## src/rtl/p2s_lanes.sv

```systemverilog
// Parallel-to-serial converter: accepts N-bit words and emits them as BEATS
// W-bit beats, with a one-word holding register so words stream without bubbles.
module p2s_lanes #(
  parameter int N         = 8,
  parameter int W         = 1,
  parameter bit MSB_FIRST = 1'b0
) (
  input  logic         clk,
  input  logic         rstn,
  input  logic [N-1:0] par_data,
  input  logic         par_valid,
  output logic         par_ready,
  output logic [W-1:0] ser_data,
  output logic         ser_valid,
  input  logic         ser_ready,
  output logic         ser_last
);

  localparam int BEATS = N / W;
  localparam int CW    = (BEATS > 1) ? $clog2(BEATS) : 1;
  localparam logic [CW-1:0] LAST_CNT = CW'(BEATS - 1);

  if (N % W != 0) begin : g_bad_width
    $error("p2s_lanes: N must be a multiple of W");
  end

  logic [N-1:0]  shift_q, shift_d;
  logic [N-1:0]  shifted;
  logic [N-1:0]  hold_q, hold_d;
  logic [CW-1:0] cnt_q, cnt_d;
  logic          busy_q, busy_d;
  logic          hold_full_q, hold_full_d;
  logic          beat_xfer;
  logic          last_beat;
  logic          word_xfer;

  // The outgoing slice always sits at a fixed end of the shift register, so the
  // output needs no cnt-indexed multiplexer.
  if (BEATS > 1) begin : g_shift
    if (MSB_FIRST) begin : g_msb
      assign shifted  = {shift_q[N-W-1:0], {W{1'b0}}};
      assign ser_data = shift_q[N-1 -: W];
    end else begin : g_lsb
      assign shifted  = {{W{1'b0}}, shift_q[N-1:W]};
      assign ser_data = shift_q[W-1:0];
    end
  end else begin : g_single
    assign shifted  = shift_q;
    assign ser_data = shift_q;
  end

  assign ser_valid = busy_q;
  assign ser_last  = busy_q && (cnt_q == LAST_CNT);
  assign par_ready = rstn && !hold_full_q;

  assign beat_xfer = busy_q && ser_ready;
  assign last_beat = beat_xfer && (cnt_q == LAST_CNT);
  assign word_xfer = par_valid && par_ready;

  always_comb begin
    // NOTE: every next-state signal gets its hold value first so no path infers a latch.
    shift_d     = shift_q;
    hold_d      = hold_q;
    cnt_d       = cnt_q;
    busy_d      = busy_q;
    hold_full_d = hold_full_q;

    if (beat_xfer) begin
      shift_d = shifted;
      cnt_d   = cnt_q + CW'(1);
      if (last_beat) begin
        cnt_d = '0;
        if (hold_full_q) begin
          shift_d     = hold_q;
          hold_full_d = 1'b0;
        end else begin
          busy_d = 1'b0;
        end
      end
    end

    // par_ready is low whenever hold is full, so a word never collides with the
    // hold-to-shift move above.
    if (word_xfer) begin
      if (!busy_q || last_beat) begin
        shift_d = par_data;
        cnt_d   = '0;
        busy_d  = 1'b1;
      end else begin
        hold_d      = par_data;
        hold_full_d = 1'b1;
      end
    end
  end

  always_ff @(posedge clk) begin
    if (!rstn) begin
      // NOTE: data registers are cleared too, so ser_data reads 0 out of reset
      // and no stale word can ever resurface.
      shift_q     <= '0;
      hold_q      <= '0;
      cnt_q       <= '0;
      busy_q      <= 1'b0;
      hold_full_q <= 1'b0;
    end else begin
      // NOTE: non-blocking updates keep all registers sampling the same edge.
      shift_q     <= shift_d;
      hold_q      <= hold_d;
      cnt_q       <= cnt_d;
      busy_q      <= busy_d;
      hold_full_q <= hold_full_d;
    end
  end

endmodule

```

## config.mk

```make
export PLATFORM = sky130hd
export DESIGN_NAME = p2s_lanes
export DESIGN_NICKNAME = d
export VERILOG_FILES = /design/src/rtl/p2s_lanes.sv
export SDC_FILE = /design/constraint.sdc
export NUM_CORES = 1
export LEC_CHECK = 0
export ABC_AREA = 1
export CORE_MARGIN = 4
export CORE_UTILIZATION = 50
export CTS_BUF_LIST = sky130_fd_sc_hd__clkbuf_8
export CTS_CLUSTER_DIAMETER = 30
export CTS_CLUSTER_SIZE = 20
export DETAILED_ROUTE_END_ITERATION = 10
export GPL_ROUTABILITY_DRIVEN = 0
export GPL_TIMING_DRIVEN = 1
export PLACE_DENSITY = 0.89
export SETUP_SLACK_MARGIN = 0.1
export SYNTH_ARGS = -nofsm -noshare
export SYNTH_HDL_FRONTEND = slang
export SYNTH_SLANG_ARGS = --single-unit
```

## constraint.sdc

```tcl
create_clock -name clk -period 1.39 [get_ports clk]
set_input_delay 0.139 -clock clk [delete_from_list [all_inputs] [get_ports clk]]
set_output_delay 0.139 -clock clk [all_outputs]
set_load 0.1 [all_outputs]
```

# Word level (Yosys, flattened, before mapping)

Cells that the tools add are included.

Reductions and logical operators: 9
Divide/modulo/power cells: 0
Add/sub/neg operators: 1
Bitwise operators: 1
Mux-type cells: 18
Shift operators: 0
Order comparisons: 0
Eq/ne operators: 1
$mul: 0

Operators by type and width:

| operator                                                       | number |
|---|---|
| 8-bit 2-to-1 mux                                               | 5 |
| 3-bit 2-to-1 mux                                               | 4 |
| 1-bit 2-to-1 mux                                               | 9 |
| 1-bit logical AND                                              | 5 |
| 3-bit by 1-bit adder with 3-bit output (second input constant) | 1 |
| 3-bit equality test (second input constant)                    | 1 |
| 1-bit logical NOT                                              | 2 |
| 2-bit AND reduction                                            | 1 |
| 1-bit logical OR                                               | 1 |
| 1-bit NOT                                                      | 1 |

Bits in read-only memories: 0
Output and inout port bits: 4
Bits in registers: 21
Bits of input ports: 12
Memories: 0
Latch bits: 0
Bits in writable memories: 0

# Longest topological paths before layout

Gate-level depths: netlist (run 1).

Depth in word-level cells: 6
Depth in mapped cells: 9
Mapped depth without buffers: 8

# Worst setup path before layout (run 1)

No wires, ideal clock.

Kind: register to output
Start point: reg busy_q (netlist: ser_valid)
End point: out ser_last
Data arrival time: 1813 ps
Stages on the path, launching flop included: 3
Data required time: 1251 ps
Slack: -562 ps
Path buffers: 0
Path through: dfxtp_1 nand2_1 inv_1

Longest elaborated chain between the ends: 1

Ends and longest elaborated chain:

| what                     | line | text |
|---|---|---|
| start: declaration       | 31   | `logic busy_q, busy_d;` |
| start signal: assignment | 110  | `busy_q <= busy_d;` |
| 1-bit logical AND        | 53   | `assign ser_last = busy_q && (cnt_q == LAST_CNT);` |
| end: declaration         | 16   | `output logic ser_last` |

Every way passes these cells.

# Worst setup path after layout (run 1)

Start point: reg cnt_q[1]
End point: reg shift_q[4]

Longest elaborated chain between the ends: 6
Elaborated cells between the ends (all ways): 7
Classes of those cells: 1 x eq/ne; 4 x mux; 2 x reduce/logical

Ends and longest elaborated chain:

| what                     | line | text |
|---|---|---|
| start: declaration       | 30   | `logic [CW-1:0] cnt_q, cnt_d;` |
| start signal: assignment | 109  | `cnt_q <= cnt_d;` |
| 3-bit equality test (*)  | 57   | `assign last_beat = beat_xfer && (cnt_q == LAST_CNT);` |
| 1-bit logical AND (*)    | 57   |  |
| 8-bit 2-to-1 mux         | 71   | `if (last_beat) begin` |
| 8-bit 2-to-1 mux         | 68   | `if (beat_xfer) begin` |
| 8-bit 2-to-1 mux         | 85   | `if (!busy_q \|\| last_beat) begin` |
| 8-bit 2-to-1 mux (*)     | 84   | `if (word_xfer) begin` |
| end signal: assignment   | 107  | `shift_q <= shift_d;` |
| end: declaration         | 27   | `logic [N-1:0] shift_q, shift_d;` |

Mark *: on every way between the ends. The rest lies on a longest branch, timed or not.
A chain may end at the register's enable or synchronous reset.

==> results of run 1 <==
## cells by family after synthesis
group,count (synthesis),synth area share (%)
fa+ha+maj,2,2.16
flops,21,36.3
compound gates,23,10.7
simple gates,97,36.4
buf+inv,39,14.4
## stage by stage
| stage | total power (uW) | hold slack [ps] |
|---|---|---|
| global route | 1610 | 509 |
| finish | 1540 | 482 |
| CTS | 1460 | 482 |
| detailed placement | 1010 | 475 |
| floorplan | 893 | 302 |
| global placement | 1000 | 466 |
## area by class of cell
class                           count  share of cell area, %
Clock inverter                      1                  0.425
Inverter                           34                   8.00
Timing Repair Buffer               35                   20.6
Multi-Input combinational cell    123                   42.3
Sequential cell                    21                   24.4
Clock buffer                        3                   2.34
Tap cell                           28                   1.98
## registers in the layout (all words and copies together) (netlist names)
name         flops
hold_full_q      1
ser_valid        1
shift_q          8
cnt_q            3
hold_q           8
## critical path, delay by kind of cell (launching register included)
| kind | cells | cell delay [ps] |
|---|---|---|
| fa+ha+maj | 2 | 350 |
| compound gates | 1 | 170 |
| simple gates | 4 | 270 |
| buf+inv | 2 | 280 |
| flops | 1 | 340 |
## report_power, final
part | internal, uW | switching, uW | total [uW]
Clock | 202 | 217 | 420
Combinational | 182 | 257 | 439
Sequential | 640 | 37.7 | 678
Total | 1020 | 512 | 1540
## metal layers
layer	global-route usage, %	up-vias	routed length, um
li1	-	632	-
met2	38.6	63	1880
met1	26.1	585	1470
met5	0	-	0
met3	4.18	6	313
met4	7.12	0	65
## cells in the final DEF (no fill, tap or decap), drive strengths merged
cell,instances
clkdlybuf4s50,11
nor2,38
nand2,41
inv,33
nand3,16
buf,24
nand4,1
nor3,2
clkbuf,3
clkinvlp,2
o21bai,2
o21ai,9
a21oi,12
dfxtp,21
ha,2
## worst paths after layout
path	from	end	cells after the start
max	cnt_q[1]	shift_q[4]	9
min	hold_q[1]	hold_q[1]	2
max reg2reg	cnt_q[1]	shift_q[4]	9
min reg2reg	hold_q[1]	hold_q[1]	2
## what timing repair did
item / CTS / global route
setup endpoints to repair: 22 / 23
gates cloned: 1 / 0
hold buffers: 0 / 0
pin swaps: 19 / 15
resized for setup: 30 / 23
setup buffers: 5 / 5
==> flow_summary.json, run 1 <==
{
  "run_status": "finished with violations",
  "violated_checks": "negative setup slack",
  "share_of_layout_cells_above_drive_strength_1_pct": 35.9,
  "cts_tree": "built",
  "synth_most_common_cell": "nor2_1",
  "chipWidth_um": 56.1,
  "pin_count": 16,
  "period_share_pct": 108,
  "synth_warnings": 0,
  "initial_core_util_pct": 52.3,
  "synth_edf_count": 0,
  "drt-vias-per-instance": 5.25,
  "grt_setup_unrepaired": "yes",
  "globalRouteOverflowTotal": 0,
  "ys_top_cells_by_area": "dfxtp_1 36%, nor2_1 12%, nand2_1 12%",
  "total_of_buffers_placed_on_input_and_output_ports": 15,
  "max-vdd-ir-drop_mv": 0.874,
  "accumulated_negative_setup_slack_ps": -1170,
  "place_worst_setup_slack_ps": -91.1,
  "ctsLongestPathBuffers": 2,
  "area_used_by_sequential_logic_in_the_layout_um2": 432,
  "routed_wl_mm": 3.73,
  "setup_viol": 19,
  "via_count": 1286,
  "syn_inst": 182,
  "nFillCells": 142,
  "clock.fmax_ghz": 0.669,
  "post_synth.cell_area_avg_um2": 6.36,
  "worst_ep_required_time_ps": 1570,
  "root_buffer": "clkbuf_8",
  "r2r_setup_slack_ps": -110,
  "cts_inserted_buffers": 3,
  "wl_per_cell_um": 15.2,
  "grt_antenna_before_repair": 0,
  "std_cell_rows": 17,
  "vias_in_the_first_global_route": 1186,
  "critPathCaptureType": "flip-flop",
  "worst_slew_pin_slew_ps": 312,
  "final_antenna_net_count": 0,
  "sequential_to_total_area_share_from_yosys_stat_pct": 36.3,
  "synth_top_flop_cell": "dfxtp_1",
  "arrival_ps": 1670,
  "postPlaceCellArea_um2": 1470,
  "critical-path-max-stage-delay_ps": 340,
  "pin_count_of_the_biggest_net_entering_global_routing": 17,
  "worstSkewPairLatency_ps": 260,
  "static-leakage-power_uw": 0.000793,
  "drv_slew": 0,
  "yosys.cell_types.count": 23,
  "worst-setup-path-type": "flip-flop to flip-flop",
  "final_design_area_no_fill_um2": 1770,
  "critical-path-top-cell-by-count": "ha_4",
  "grt_first_pass_wirelength_mm": 5.46,
  "final_critical_path_time_including_i_o_delays_and_setup_ps": 1500,
  "ys_ff_latch": 21,
  "dp_hpwl_mm": 2.03,
  "p_per_area_nw_per_um2": 869,
  "yosysTopAreaCellShare_pct": 36.3,
  "design.final.nets": 232,
  "clock_sinks": 21,
  "worst-path-max-fanout": 6,
  "clk_transition_reported_paths_ps": 90,
  "post-place-cells": 230,
  "first_pass_iters": 5,
  "timing.critical_path.cells": "ha_4 > ha_4 > buf_4 > nand3_4 > nand2_4 > buf_6 > nand3_1 > nand2_1 > a21oi_1",
  "mappedNetlistNets": 196,
  "netlist_top_cells_count": "37 x nor2_1, 36 x nand2_1, 31 x inv_1, 21 x dfxtp_1, 15 x nand3_1",
  "grtUsageTotal_pct": 21.8,
  "n_antenna_cell": 0,
  "final_critical_path_setup_slack_ps": -106,
  "number_of_standard_cells_in_the_final_layout_excluding_fillers": 245,
  "synthArstFlopShare_pct": 0,
  "htree_num_levels": 1,
  "timing.critical_path.slowest_stage_cell": "dfxtp_2",
  "die_area_um2": 3150,
  "drv.max_cap_violation_count": 0,
  "post_synth_instance_area_um2": 1160,
  "synthToLayoutAreaGrowth_pct": 52.8,
  "fp.dieH_um": 56.1,
  "area_taken_by_multi_input_logic_gates_um2": 747,
  "detail_route.drc_violations": 0,
  "timing.max_slew.rel_slack_pct": 79.1,
  "timing.clock.skew_ps": 5.15,
  "final_util_pct": 79.9,
  "coreArea_um2": 2210,
  "critPathLaunchType": "flip-flop",
  "worstHoldPathType": "flip-flop to flip-flop",
  "drt-initial-drc-count": 69,
  "final_hold_viol_count": 0,
  "netlist.top_cell.by_area": "dfxtp_1"
}
(Power assumes the default switching activity.)
==> run 2, diff against run 1 <==
--- a/config.mk
+++ b/config.mk
@@ -6,6 +6,7 @@
 export NUM_CORES = 1
 export LEC_CHECK = 0
 export ABC_AREA = 1
+export CORE_ASPECT_RATIO = 1.1
 export CORE_MARGIN = 4
 export CORE_UTILIZATION = 50
 export CTS_BUF_LIST = sky130_fd_sc_hd__clkbuf_8
==> flow_summary.json, run 2 (synthesized netlist as in run 1, its figures left out) <==
{
  "total_of_buffers_placed_on_input_and_output_ports": 15,
  "grt_antenna_before_repair": 0,
  "detail_route.drc_violations": 0,
  "worst_ep_required_time_ps": 1580,
  "cts_tree": "built",
  "drt-initial-drc-count": 109,
  "arrival_ps": 1720,
  "setup_viol": 19,
  "grtUsageTotal_pct": 23.7,
  "critPathCaptureType": "flip-flop",
  "std_cell_rows": 18,
  "clk_transition_reported_paths_ps": 80,
  "final_critical_path_setup_slack_ps": -134,
  "p_per_area_nw_per_um2": 869,
  "timing.clock.skew_ps": 5.42,
  "worstHoldPathType": "input pin to flip-flop",
  "nFillCells": 139,
  "max-vdd-ir-drop_mv": 0.791,
  "grt_setup_unrepaired": "yes",
  "worstSkewPairLatency_ps": 260,
  "pin_count_of_the_biggest_net_entering_global_routing": 16,
  "design.final.nets": 229,
  "share_of_layout_cells_above_drive_strength_1_pct": 37.4,
  "globalRouteOverflowTotal": 0,
  "routed_wl_mm": 4.14,
  "die_area_um2": 3150,
  "period_share_pct": 110,
  "drv.max_cap_violation_count": 0,
  "htree_num_levels": 1,
  "timing.max_slew.rel_slack_pct": 80.9,
  "critPathLaunchType": "flip-flop",
  "pin_count": 16,
  "worst-path-max-fanout": 8,
  "dp_hpwl_mm": 1.94,
  "run_status": "finished with violations",
  "seq_power_share_pct": 44.7,
  "via_count": 1358,
  "drt-vias-per-instance": 5.57,
  "internal_power_summed_over_all_cells_uw": 1010,
  "static-leakage-power_uw": 0.000769,
  "ctsLongestPathBuffers": 2,
  "combinationalPowerShare_pct": 28.9,
  "final_hold_viol_count": 0,
  "cts_inserted_buffers": 3,
  "worst_hold_slack_ps": 464,
  "n_antenna_cell": 0,
  "most_common_library_cell_in_the_layout_ignoring_fill_and_taps": "inv_1",
  "layout.cells.most_common_list": "28 x inv_1, 27 x nor2_1, 22 x nand2_1",
  "finalPower_uw": 1510,
  "total_switching_power_uw": 499,
  "root_buffer": "clkbuf_8",
  "drv_slew": 0,
  "vias_in_the_first_global_route": 1237,
  "final_critical_path_time_including_i_o_delays_and_setup_ps": 1520,
  "worst_slew_pin_slew_ps": 285,
  "final_antenna_net_count": 0,
  "place_worst_setup_slack_ps": -94.9,
  "grt_first_pass_wirelength_mm": 5.47,
  "chipWidth_um": 53.9,
  "worst-setup-path-type": "flip-flop to flip-flop",
  "fp.dieH_um": 58.5,
  "synthToLayoutAreaGrowth_pct": 50.2,
  "wl_per_cell_um": 17.0,
  "netSwitchingFraction_pct": 33.0,
  "coreArea_um2": 2230,
  "clock_sinks": 21,
  "initial_core_util_pct": 51.9,
  "clock.fmax_ghz": 0.656,
  "largestRegisters": "hold_q x8, shift_q x8, cnt_q x3",
  "first_pass_iters": 4,
  "fraction_of_power_consumed_by_the_clock_network_pct": 26.4,
  "violated_checks": "negative setup slack"
}
==> run 2: power groups by stage <==
stage                     registers, uW  logic [uW]  clock network [uW]
after detailed placement            686         332                   0
after floorplan                     716         177                   0
final                               675         436                 399
after global placement              683         324                   0
after CTS                           671         361                 398
after global routing                678         459                 430
==> run 2: path summary, 6_finish.rpt <==
| path | startpoint | to | slack [ps] | depth (start not counted) |
|---|---|---|---|---|
| hold / removal | rstn | hold_q[5] | 460 | 4 |
| setup / recovery | cnt_q[0] | hold_q[3] | -130 | 7 |
| setup reg to reg | cnt_q[0] | hold_q[3] | -130 | 7 |
| hold reg to reg | hold_q[0] | hold_q[0] | 470 | 2 |
==> run 2: worst max-delay path, cell delays in order, from the launching register on <==
cell,delay [ps]
dfxtp_4,360
ha_4,170
ha_4,200
a21oi_4,270
nand2_4,150
inv_8,120
nor2_1,60
nor2_1,110
==> run 2: repair_timing <==
action                     4_1_cts  5_1_grt
gates cloned                     1        0
gates resized for setup         19       37
pin swaps                       10       15
setup buffers                    3        2
setup endpoints to repair       23       23
hold buffers                     0        0
==> run 2: per-layer routing <==
layer  track usage [%]  vias to the layer above  wire length, um
met5                 0                        -                0
met4              17.2                        0              251
met3              4.30                       30              311
met2              39.1                       85             2070
met1              26.7                      619             1500
li1                  -                      624                -
==> run 2: layout make-up <==
class | instances | area (um^2) | share of cell area [%]
Tap cell | 30 | 37.5 | 2.16
Clock buffer | 3 | 41.3 | 2.38
Inverter | 34 | 141 | 8.14
Clock inverter | 1 | 3.75 | 0.216
Multi-Input combinational cell | 123 | 746 | 42.9
Sequential cell | 21 | 432 | 24.8
Timing Repair Buffer | 32 | 337 | 19.4
==> run 2: stage by stage <==
step	utilization [%]	instance area, um^2	instances	TNS, ps
2_1_floorplan	-	1210	182	0
3_3_place_gp	66.9	1490	234	-706
3_5_place_dp	66.9	1490	234	-891
4_1_cts	72.7	1620	242	-300
5_1_grt	77.9	1740	244	-1870
6_report	77.9	1740	244	-1320
